<file path="src/rtl/i2c_seq_pkg.sv">
// Shared encodings for the I2C init sequencer: FSM states, table markers,
// controller register map and status bit positions.
package i2c_seq_pkg;

  typedef enum logic [3:0] {
    IDLE, FETCH, DECODE, WR_CMD, RD_STAT, WAIT_RV, DELAY, DONE, ERR
  } state_t;

  localparam logic [15:0] END_WORD  = 16'hFFFF;
  localparam logic [7:0]  DELAY_REG = 8'hFE;

  localparam logic [1:0] CMD_ADDR  = 2'd0;
  localparam logic [1:0] STAT_ADDR = 2'd1;

  localparam int unsigned BUSY_BIT = 0;
  localparam int unsigned NACK_BIT = 1;

  typedef struct packed {
    logic [7:0] reg_addr;
    logic [7:0] val;
  } tbl_entry_t;

  // Command word written to the controller CMD register
  typedef struct packed {
    logic [7:0] rsvd;
    logic [7:0] dev;
    tbl_entry_t entry;
  } cmd_word_t;

endpackage

</file>
<file path="src/rtl/i2c_seq_delay.sv">
// Down-counter for table delay entries: load a cycle count, expire_c pulses
// during the last counted cycle.
module i2c_seq_delay
  import i2c_seq_pkg::*;
#(
  parameter int unsigned CW = 24
) (
  input  logic          clk,
  input  logic          rst,
  input  logic          load,
  input  logic [CW-1:0] load_val,
  output logic          expire_c
);

  logic [CW-1:0] cnt;

  always_ff @(posedge clk or posedge rst) begin
    if (rst) begin
      cnt <= '0;
    end else if (load) begin
      cnt <= load_val;
    end else if (cnt != '0) begin
      cnt <= cnt - CW'(1);
    end
  end

  assign expire_c = (cnt == CW'(1));

endmodule

</file>
<file path="src/rtl/i2c_init_seq.sv">
// Walks a register/value table and writes each entry to an Avalon-MM I2C
// controller, polling status. Define I2C_SEQ_RETRY_EN to retry NACKed entries.
module i2c_init_seq
  import i2c_seq_pkg::*;
#(
  parameter logic [7:0]  DEV_ADDR   = 8'h42,
  parameter int unsigned TBL_AW     = 8,
  parameter int unsigned DELAY_UNIT = 50000,
  parameter int unsigned RETRY_MAX  = 3
) (
  input  logic              clk,
  input  logic              rst,
  input  logic              start,
  output logic              busy,
  output logic              done,
  output logic              err,
  output logic [TBL_AW-1:0] tbl_addr,
  input  logic [15:0]       tbl_data,
  output logic [1:0]        av_address,
  output logic              av_write,
  output logic              av_read,
  output logic [31:0]       av_writedata,
  input  logic [31:0]       av_readdata,
  input  logic              av_readdatavalid,
  input  logic              av_waitrequest
);

  localparam int unsigned DLY_W = $clog2(255 * DELAY_UNIT + 1);

  state_t              state, state_n;
  logic                busy_n, done_n, err_n;
  logic [TBL_AW-1:0]   tbl_addr_n;
  logic [1:0]          av_address_n;
  logic                av_write_n, av_read_n;
  logic [31:0]         av_writedata_n;
  logic                advance;
  logic                dly_load, dly_expire_c;
  logic [DLY_W-1:0]    dly_val;
  tbl_entry_t          entry;
  cmd_word_t           cmd_word;
  logic                unused_bits;

`ifdef I2C_SEQ_RETRY_EN
  localparam int unsigned RW = (RETRY_MAX > 0) ? $clog2(RETRY_MAX + 1) : 1;
  logic [RW-1:0] retry_cnt, retry_n;
  assign unused_bits = ^av_readdata[31:2];
`else
  assign unused_bits = ^{av_readdata[31:2], 32'(RETRY_MAX)};
`endif

  assign entry    = tbl_entry_t'(tbl_data);
  assign cmd_word = '{rsvd: 8'h00, dev: DEV_ADDR, entry: entry};

  i2c_seq_delay #(.CW(DLY_W)) u_delay (
    .clk      (clk),
    .rst      (rst),
    .load     (dly_load),
    .load_val (dly_val),
    .expire_c (dly_expire_c)
  );

  // State and registered outputs
  always_ff @(posedge clk or posedge rst) begin
    if (rst) begin
      state        <= IDLE;
      busy         <= 1'b0;
      done         <= 1'b0;
      err          <= 1'b0;
      tbl_addr     <= '0;
      av_address   <= '0;
      av_write     <= 1'b0;
      av_read      <= 1'b0;
      av_writedata <= '0;
`ifdef I2C_SEQ_RETRY_EN
      retry_cnt    <= '0;
`endif
    end else begin
      state        <= state_n;
      busy         <= busy_n;
      done         <= done_n;
      err          <= err_n;
      tbl_addr     <= tbl_addr_n;
      av_address   <= av_address_n;
      av_write     <= av_write_n;
      av_read      <= av_read_n;
      av_writedata <= av_writedata_n;
`ifdef I2C_SEQ_RETRY_EN
      retry_cnt    <= retry_n;
`endif
    end
  end

  // Next state; outputs are computed for the cycle after the edge
  always_comb begin
    state_n        = state;
    busy_n         = busy;
    done_n         = 1'b0;
    err_n          = err;
    tbl_addr_n     = tbl_addr;
    av_address_n   = av_address;
    av_write_n     = 1'b0;
    av_read_n      = 1'b0;
    av_writedata_n = av_writedata;
    advance        = 1'b0;
    dly_load       = 1'b0;
    dly_val        = '0;
`ifdef I2C_SEQ_RETRY_EN
    retry_n        = retry_cnt;
`endif

    case (state)
      IDLE: begin
        if (start) begin
          state_n    = FETCH;
          tbl_addr_n = '0;
          err_n      = 1'b0;
          busy_n     = 1'b1;
        end
      end
      FETCH: state_n = DECODE;
      DECODE: begin
        if (tbl_data == END_WORD) begin
          state_n = DONE;
          done_n  = 1'b1;
          busy_n  = 1'b0;
        end else if (entry.reg_addr == DELAY_REG) begin
          if (entry.val == 8'h00) begin
            advance = 1'b1;
          end else begin
            dly_load = 1'b1;
            dly_val  = DLY_W'(entry.val) * DLY_W'(DELAY_UNIT);
            state_n  = DELAY;
          end
        end else begin
          state_n        = WR_CMD;
          av_write_n     = 1'b1;
          av_address_n   = CMD_ADDR;
          av_writedata_n = 32'(cmd_word);
`ifdef I2C_SEQ_RETRY_EN
          retry_n        = '0;
`endif
        end
      end
      WR_CMD: begin
        if (av_waitrequest) begin
          av_write_n = 1'b1;
        end else begin
          state_n      = RD_STAT;
          av_read_n    = 1'b1;
          av_address_n = STAT_ADDR;
        end
      end
      RD_STAT: begin
        if (av_waitrequest) begin
          av_read_n = 1'b1;
        end else begin
          state_n = WAIT_RV;
        end
      end
      WAIT_RV: begin
        if (av_readdatavalid) begin
          if (av_readdata[BUSY_BIT]) begin
            state_n   = RD_STAT;
            av_read_n = 1'b1;
          end else if (!av_readdata[NACK_BIT]) begin
            advance = 1'b1;
          end else begin
`ifdef I2C_SEQ_RETRY_EN
            if (retry_cnt < RW'(RETRY_MAX)) begin
              retry_n      = retry_cnt + RW'(1);
              state_n      = WR_CMD;
              av_write_n   = 1'b1;
              av_address_n = CMD_ADDR;
            end else begin
              state_n = ERR;
              err_n   = 1'b1;
              busy_n  = 1'b0;
            end
`else
            state_n = ERR;
            err_n   = 1'b1;
            busy_n  = 1'b0;
`endif
          end
        end
      end
      DELAY: begin
        if (dly_expire_c) advance = 1'b1;
      end
      DONE:    state_n = IDLE;
      ERR:     state_n = IDLE;
      default: state_n = IDLE;
    endcase

    // Step to the next entry; the last ROM address ends the table without wrapping
    if (advance) begin
      if (tbl_addr == '1) begin
        state_n = DONE;
        done_n  = 1'b1;
        busy_n  = 1'b0;
      end else begin
        tbl_addr_n = tbl_addr + TBL_AW'(1);
        state_n    = FETCH;
      end
    end
  end

endmodule

</file>
<file path="config.mk">
export PLATFORM = sky130hd
export DESIGN_NAME = i2c_init_seq
export DESIGN_NICKNAME = d
export VERILOG_FILES = /design/src/rtl/i2c_seq_pkg.sv /design/src/rtl/i2c_seq_delay.sv /design/src/rtl/i2c_init_seq.sv
export SDC_FILE = /design/constraint.sdc
export NUM_CORES = 1
export LEC_CHECK = 0
export BUFFER_PORTS_ARGS = -buffer_cell sky130_fd_sc_hd__buf_2
export CAP_MARGIN = 25
export CORE_UTILIZATION = 49
export CTS_BUF_LIST = sky130_fd_sc_hd__clkbuf_4
export DETAILED_ROUTE_END_ITERATION = 16
export PLACE_DENSITY_LB_ADDON = 0.08
export RECOVER_POWER = 25
export SYNTH_ARGS = -nofsm -noshare
export SYNTH_HDL_FRONTEND = slang
export SYNTH_SLANG_ARGS = --single-unit
</file>
<file path="constraint.sdc">
create_clock -name clk -period 4.18 [get_ports clk]
set_input_delay 0.209 -clock clk [delete_from_list [all_inputs] [get_ports clk]]
set_output_delay 0.209 -clock clk [all_outputs]
set_load 0.05 [all_outputs]
</file>
==> impl_metrics.toml, run 1 <==
[outcome]
status = "finished, final reports clean"

[finish]
final_cell_mix = "ha_1, dfrtp_1, buf_2"
nNetsFinal = 664
stdcell_count = 673
area.growth.synth_to_final_pct = 11.2
drive_gt1_share_pct = 19.1
n_antenna_cell = 0
layout_commonest_cell = "ha_1"

[clocking]
cts_root_buf = "clkbuf_4"
cts_made_buffers = 9
clockBufferDepth = 2
post_cts_resized = 0
htreeDepth = 3
clock_latency_ns = 0.42
clock_sink_count = 59
cts_tree = "built"
clkTransAtPathRegs_ns = 0.11

[yosys]
ys_ff_latch = 59
syn_area_sq_mm = 0.00467
synth_warnings = 0
async_flop_share_pct = 100
synth_cell_types = 53
syn_area_per_cell_sq_um = 9.70
synthCells = 481
synth_edf_count = 0
ys_seq_area_share_pct = 31.6
ys.flop_type = "dfrtp_1"

[critical_path]
rr_startpoint = "state[0]$_DFFE_PP0P_"
startpoint_type = "input pin"
cp_slowest_stage_delay_ns = 0.51
crit_top_cell = "ha_1"
r2r_cells = 6
path_cells = "buf_2 -> ha_1 -> ha_1 -> inv_1 -> fa_1 -> inv_1 -> fa_1 -> ha_1 -> a211oi_1 -> nor2_1 -> o41ai_1 -> buf_4 -> o21ai_0 -> xnor2_1 -> a21oi_1"
cpLargestDelayFamily = "adder cells"
worstPathMaxFanout = 6
end_kind = "flip-flop"
regToRegSetupSlack_ns = 1.32
r2r-end = "u_delay.cnt[23]$_DFFE_PP0P_"
crit_type = "input pin to flip-flop"
crit_buf_inv = 4
required_ns = 4.42
slowest_stage = "fa_1"
critPathArrivalTime_ns = 3.65

[routing]
drt_iter0_markers = 88
wire_per_inst_um = 14.9
first_pass_iters = 4
ant_nets = 0
drc_errors = 0
vias = 3676
wirelength_um = 10100
via_per_inst = 5.46

[worst_hold_path]
hp-start = "tbl_data[12]"
hold_path_end = "av_writedata[12]$_DFFE_PP0P_"
hold_path.class = "input pin to flip-flop"
min_path_cells = 2

[timing]
rsz0062_at_grt = "no"
fin_skew_ns = 0.0215
tightest_slew_ns = 1.45
max_freq_mhz = 294
max_slew_margin_pct = 3.66
post-route-min-period_ns = 3.40
maxSlewViolCount = 0
period_share_pct = 81.4
hold_viol = 0
setup_viol_count_final = 0
finalSetupTns_ns = 0

[floorplan]
die_w_um = 99.6
num_rows = 35
ioPinCount = 100
floorplan.die_area_sq_mm = 0.00992
core_sq_mm = 0.00924
fp.dieH_um = 99.6
start_util_pct = 50.5

[global_routing]
grt-ovfl-total = 0
antenna_found_initial = 0
grt_pass1_vias = 3525
grt_max_degree = 60
track_usage_pct = 22.0
grt_pass1_wl_um = 17100

[placed_design]
io_buffers = 54
numPlacedInstances = 655
dpl.hpwl_um = 7710
globalplace.congestion = 0.872

[pwr]
p_leak_uw = 0.00244
vdd_drop_max_v = 0.000436
total_power_uw = 2950
power_density_mw_per_mm2 = 569

[run]
max_cap_violations = 0
-- synth_stat cells, types with 4 or more instances --
cell	instances	area share, %
or3_1	9	1.2
and2_1	6	0.80
a211oi_1	7	1.1
nor2_1	36	2.9
nor4_1	14	1.9
xnor2_1	17	3.2
o21a_1	4	0.64
nand2b_1	4	0.54
or2_2	5	0.67
nand3_1	19	2.0
clkbuf_1	8	0.64
nand4_1	4	0.54
mux2i_1	10	2.1
ha_1	60	16
xor2_1	14	2.6
buf_4	16	2.6
o21ai_0	22	2.4
or4_1	5	0.80
nor3_1	12	1.3
o22ai_1	7	0.94
a21oi_1	16	1.7
mux2_2	18	4.3
dfrtp_1	59	32
nand2_1	32	2.6
fa_1	12	5.1
a21o_1	5	0.80
inv_1	22	1.8
-- what timing repair did --
action,CTS,global route
hold endpoints to repair,3,0
buffers inserted,0,0
hold buffers,2,0
-- registers in the layout (all words and copies together) (netlist names) --
| name | cells |
|---|---|
| tbl_addr | 8 |
| state | 4 |
| err | 1 |
| busy | 1 |
| u_delay.cnt | 24 |
| av_address | 1 |
| av_writedata | 17 |
| av_write | 1 |
| av_read | 1 |
| done | 1 |
-- report_power, final --
| group | internal (uW) | leakage (uW) | switching, uW |
|---|---|---|---|
| logic | 581 | 0.00163 | 977 |
| registers | 750 | 0.000719 | 161 |
| clock network | 254 | 0.0000868 | 232 |
| total | 1590 | 0.00244 | 1370 |
-- per-layer routing --
metal  wire (um)  GRT usage, %  vias up
met5           0             0        -
met4         152          7.01        0
met3         403          3.44       14
met2        4780          36.2       91
met1        4710          29.9     1733
li1            -             -     1838
-- kinds of logic after synthesis --
kind of cell | Yosys count | synth area share (%)
xor+xnor | 31 | 5.82
simple gates | 159 | 18.0
compound gates | 83 | 11.6
buf+inv | 48 | 5.20
fa+ha+maj | 72 | 21.2
mux | 28 | 6.49
flops | 59 | 31.6
other cells | 1 | 0.0804
-- metrics by stage --
| step | cell area (sq um) | util (%) | worst slack, ns | hold slack (ns) |
|---|---|---|---|---|
| after CTS | 5190 | 56.2 | 0.772 | 0.0139 |
| after global placement | 5010 | 54.2 | 0.367 | 0.436 |
| after global routing | 5190 | 56.2 | 0.558 | 0.0255 |
| after floorplan | 4720 | - | 0.591 | 0.308 |
| final | 5190 | 56.2 | 0.776 | 0.0379 |
| after detailed placement | 5010 | 54.2 | 0.357 | 0.438 |
-- worst max-delay path by stage --
stage / start / end / slack [ns] / cells past startpoint
3_5_place_dp: tbl_data[2] / u_delay.cnt[18]$_DFFE_PP0P_ / 0.36 / 15
4_1_cts: tbl_data[2] / u_delay.cnt[18]$_DFFE_PP0P_ / 0.77 / 15
5_1_grt: tbl_data[2] / u_delay.cnt[18]$_DFFE_PP0P_ / 0.56 / 15
2_1_floorplan: tbl_data[2] / u_delay.cnt[18]$_DFFE_PP0P_ / 0.59 / 13
6_report: tbl_data[2] / u_delay.cnt[18]$_DFFE_PP0P_ / 0.78 / 15
3_3_place_gp: tbl_data[2] / u_delay.cnt[18]$_DFFE_PP0P_ / 0.37 / 15
-- final cells by class --
class	instances	area [sq um]
Sequential cell	59	1480
Fill cell	860	4050
Clock buffer	11	82.6
Tap cell	129	161
Timing Repair Buffer	59	310
Inverter	22	82.6
Multi-Input combinational cell	388	3000
Clock inverter	5	77.6
Note: power is estimated with default switching activity, not from simulation.
==> run 2, diff against run 1 <==
clock period = 2.8 ns   (was 4.18 ns; I/O delays follow)
==> impl_metrics.toml, run 2 (synthesis results as in run 1) <==
[finish]
largest_reg_flops = 24
nNetsFinal = 738
n_antenna_cell = 0
stdcell_count = 746
top_register = "u_delay.cnt"
area.growth.synth_to_final_pct = 29.2
drive_gt1_share_pct = 32.6
layout_commonest_cell = "buf_4"
reg.largest.list = "u_delay.cnt x24, av_writedata x17, tbl_addr x8"
finalInstanceArea_sq_mm = 0.00603
final_cell_mix = "buf_4, dfrtp_1, buf_2"

[clocking]
htreeDepth = 3
clock_latency_ns = 0.41
cts_root_buf = "clkbuf_4"
cts_tree = "built"
clkTransAtPathRegs_ns = 0.11
clockBufferDepth = 2
clock_sink_count = 59
cts_made_buffers = 9

[worst_hold_path]
hp-start = "tbl_data[7]"
hold_path.class = "input pin to flip-flop"

[critical_path]
worstPathMaxFanout = 5
crit_type = "input pin to flip-flop"
startpoint_type = "input pin"
crit_start = "tbl_data[4]"
critPathArrivalTime_ns = 3.13
rr_startpoint = "u_delay.cnt[17]$_DFFE_PP0P_"
required_ns = 3.10
end_kind = "flip-flop"

[timing]
fin_skew_ns = 0.0252
timing.hold.ws_ns = 0.0600
period_share_pct = 101
rsz0062_at_grt = "yes"
setup_viol_count_final = 3
max_freq_mhz = 354
maxSlewViolCount = 0
tightest_slew_ns = 1.44
post-route-min-period_ns = 2.83
setup_slack_ns = -0.0277
max_slew_margin_pct = 4.21
hold_viol = 0

[floorplan]
start_util_pct = 50.5
floorplan.die_area_sq_mm = 0.00992
num_rows = 35
fp.dieH_um = 99.6
ioPinCount = 100
die_w_um = 99.6
core_sq_mm = 0.00924

[placed_design]
io_buffers = 54
numPlacedInstances = 718
place_area_sq_mm = 0.00565
dpl.hpwl_um = 8670
globalplace.congestion = 0.876

[run]
max_cap_violations = 0

[pwr]
p_leak_uw = 0.00278
power_density_mw_per_mm2 = 801
vdd_drop_max_v = 0.000521

[routing]
drc_errors = 0
drt_iter0_markers = 236
first_pass_iters = 4
via_per_inst = 5.28
ant_nets = 0
vias = 3939
wirelength_um = 11400
wire_per_inst_um = 15.2

[global_routing]
track_usage_pct = 24.3
grt_pass1_wl_um = 18900
antenna_found_initial = 0
grt_max_degree = 37
grt-ovfl-total = 0
grt_pass1_vias = 3924

[outcome]
status = "finished with violations"
violations = "setup timing"
run 2: cell count changes in the layout (fill, tap and decap cells not counted), sizes merged:
cell         previous run  this run
dlygate4sd3             2         9
buf                    56       123
bufinv                  2         1
clkinv                  2         3
clkinvlp                1         2
clkbuf                 12        10
run 2: repair_timing:
item / in CTS / in global routing
endpoints found under the hold margin: 43 / 0
pin swaps: 1 / 11
gates resized for setup: 3 / 23
setup buffers: 0 / 4
endpoints found under the setup margin: 5 / 9
hold buffers: 9 / 0
run 2: through the flow:
stage	setup WS, ns	TNS, ns	total power [uW]	util (%)
after floorplan	-0.192	-1.15	3340	-
after global placement	-0.438	-4.03	4030	61.2
after detailed placement	-0.498	-4.60	4090	61.2
after CTS	-0.0227	-0.0227	4750	63.8
after global routing	-0.116	-0.567	5170	65.3
final	-0.0277	-0.0453	4830	65.3
run 2: report_power, final:
| group | internal [uW] | switching [uW] | total, uW |
|---|---|---|---|
| clock | 260 | 336 | 595 |
| combinational | 1240 | 1680 | 2920 |
| sequential | 1120 | 190 | 1310 |
run 2: critical path, stage by stage:
cell and delay [ns]:
buf_8 0.11, ha_4 0.24, ha_4 0.25, inv_2 0.03
fa_1 0.47, inv_1 0.05, fa_1 0.48, ha_4 0.21
a211oi_2 0.24, o21bai_1 0.14, o22a_2 0.26, a41oi_2 0.22
mux2i_1 0.23, a211oi_2 0.05
run 2: worst paths after layout:
| path | endpoint | slack [ns] | cells after the start |
|---|---|---|---|
| worst min-delay path | av_writedata[7]$_DFFE_PP0P_ | 0.06 | 2 |
| worst max-delay path | u_delay.cnt[23]$_DFFE_PP0P_ | -0.03 | 14 |
| worst min register to register | av_writedata[17]$_DFFE_PP0P_ | 0.50 | 1 |
| max in group asynchronous | u_delay.cnt[9]$_DFFE_PP0P_ | 1.04 | 4 |
| worst max register to register | u_delay.cnt[11]$_DFFE_PP0P_ | 0.13 | 6 |
| min in group asynchronous | av_writedata[7]$_DFFE_PP0P_ | 0.69 | 3 |
run 2: per-layer routing:
metal	vias up	part of all wire, %	global-route usage, %
met5	-	0	0
met2	90	49	41.3
li1	1980	-	-
met4	0	0.80	6.45
met3	8	3.8	3.51
met1	1861	47	32.4
run 2: cell type report:
class,instances,area (sq um)
multi-input combinational,388,3280
fill,769,3210
sequential,59,1480
timing repair buffer,133,905
tap,129,161
inverter,22,82.6
clock buffer,9,67.6
clock inverter,6,57.6
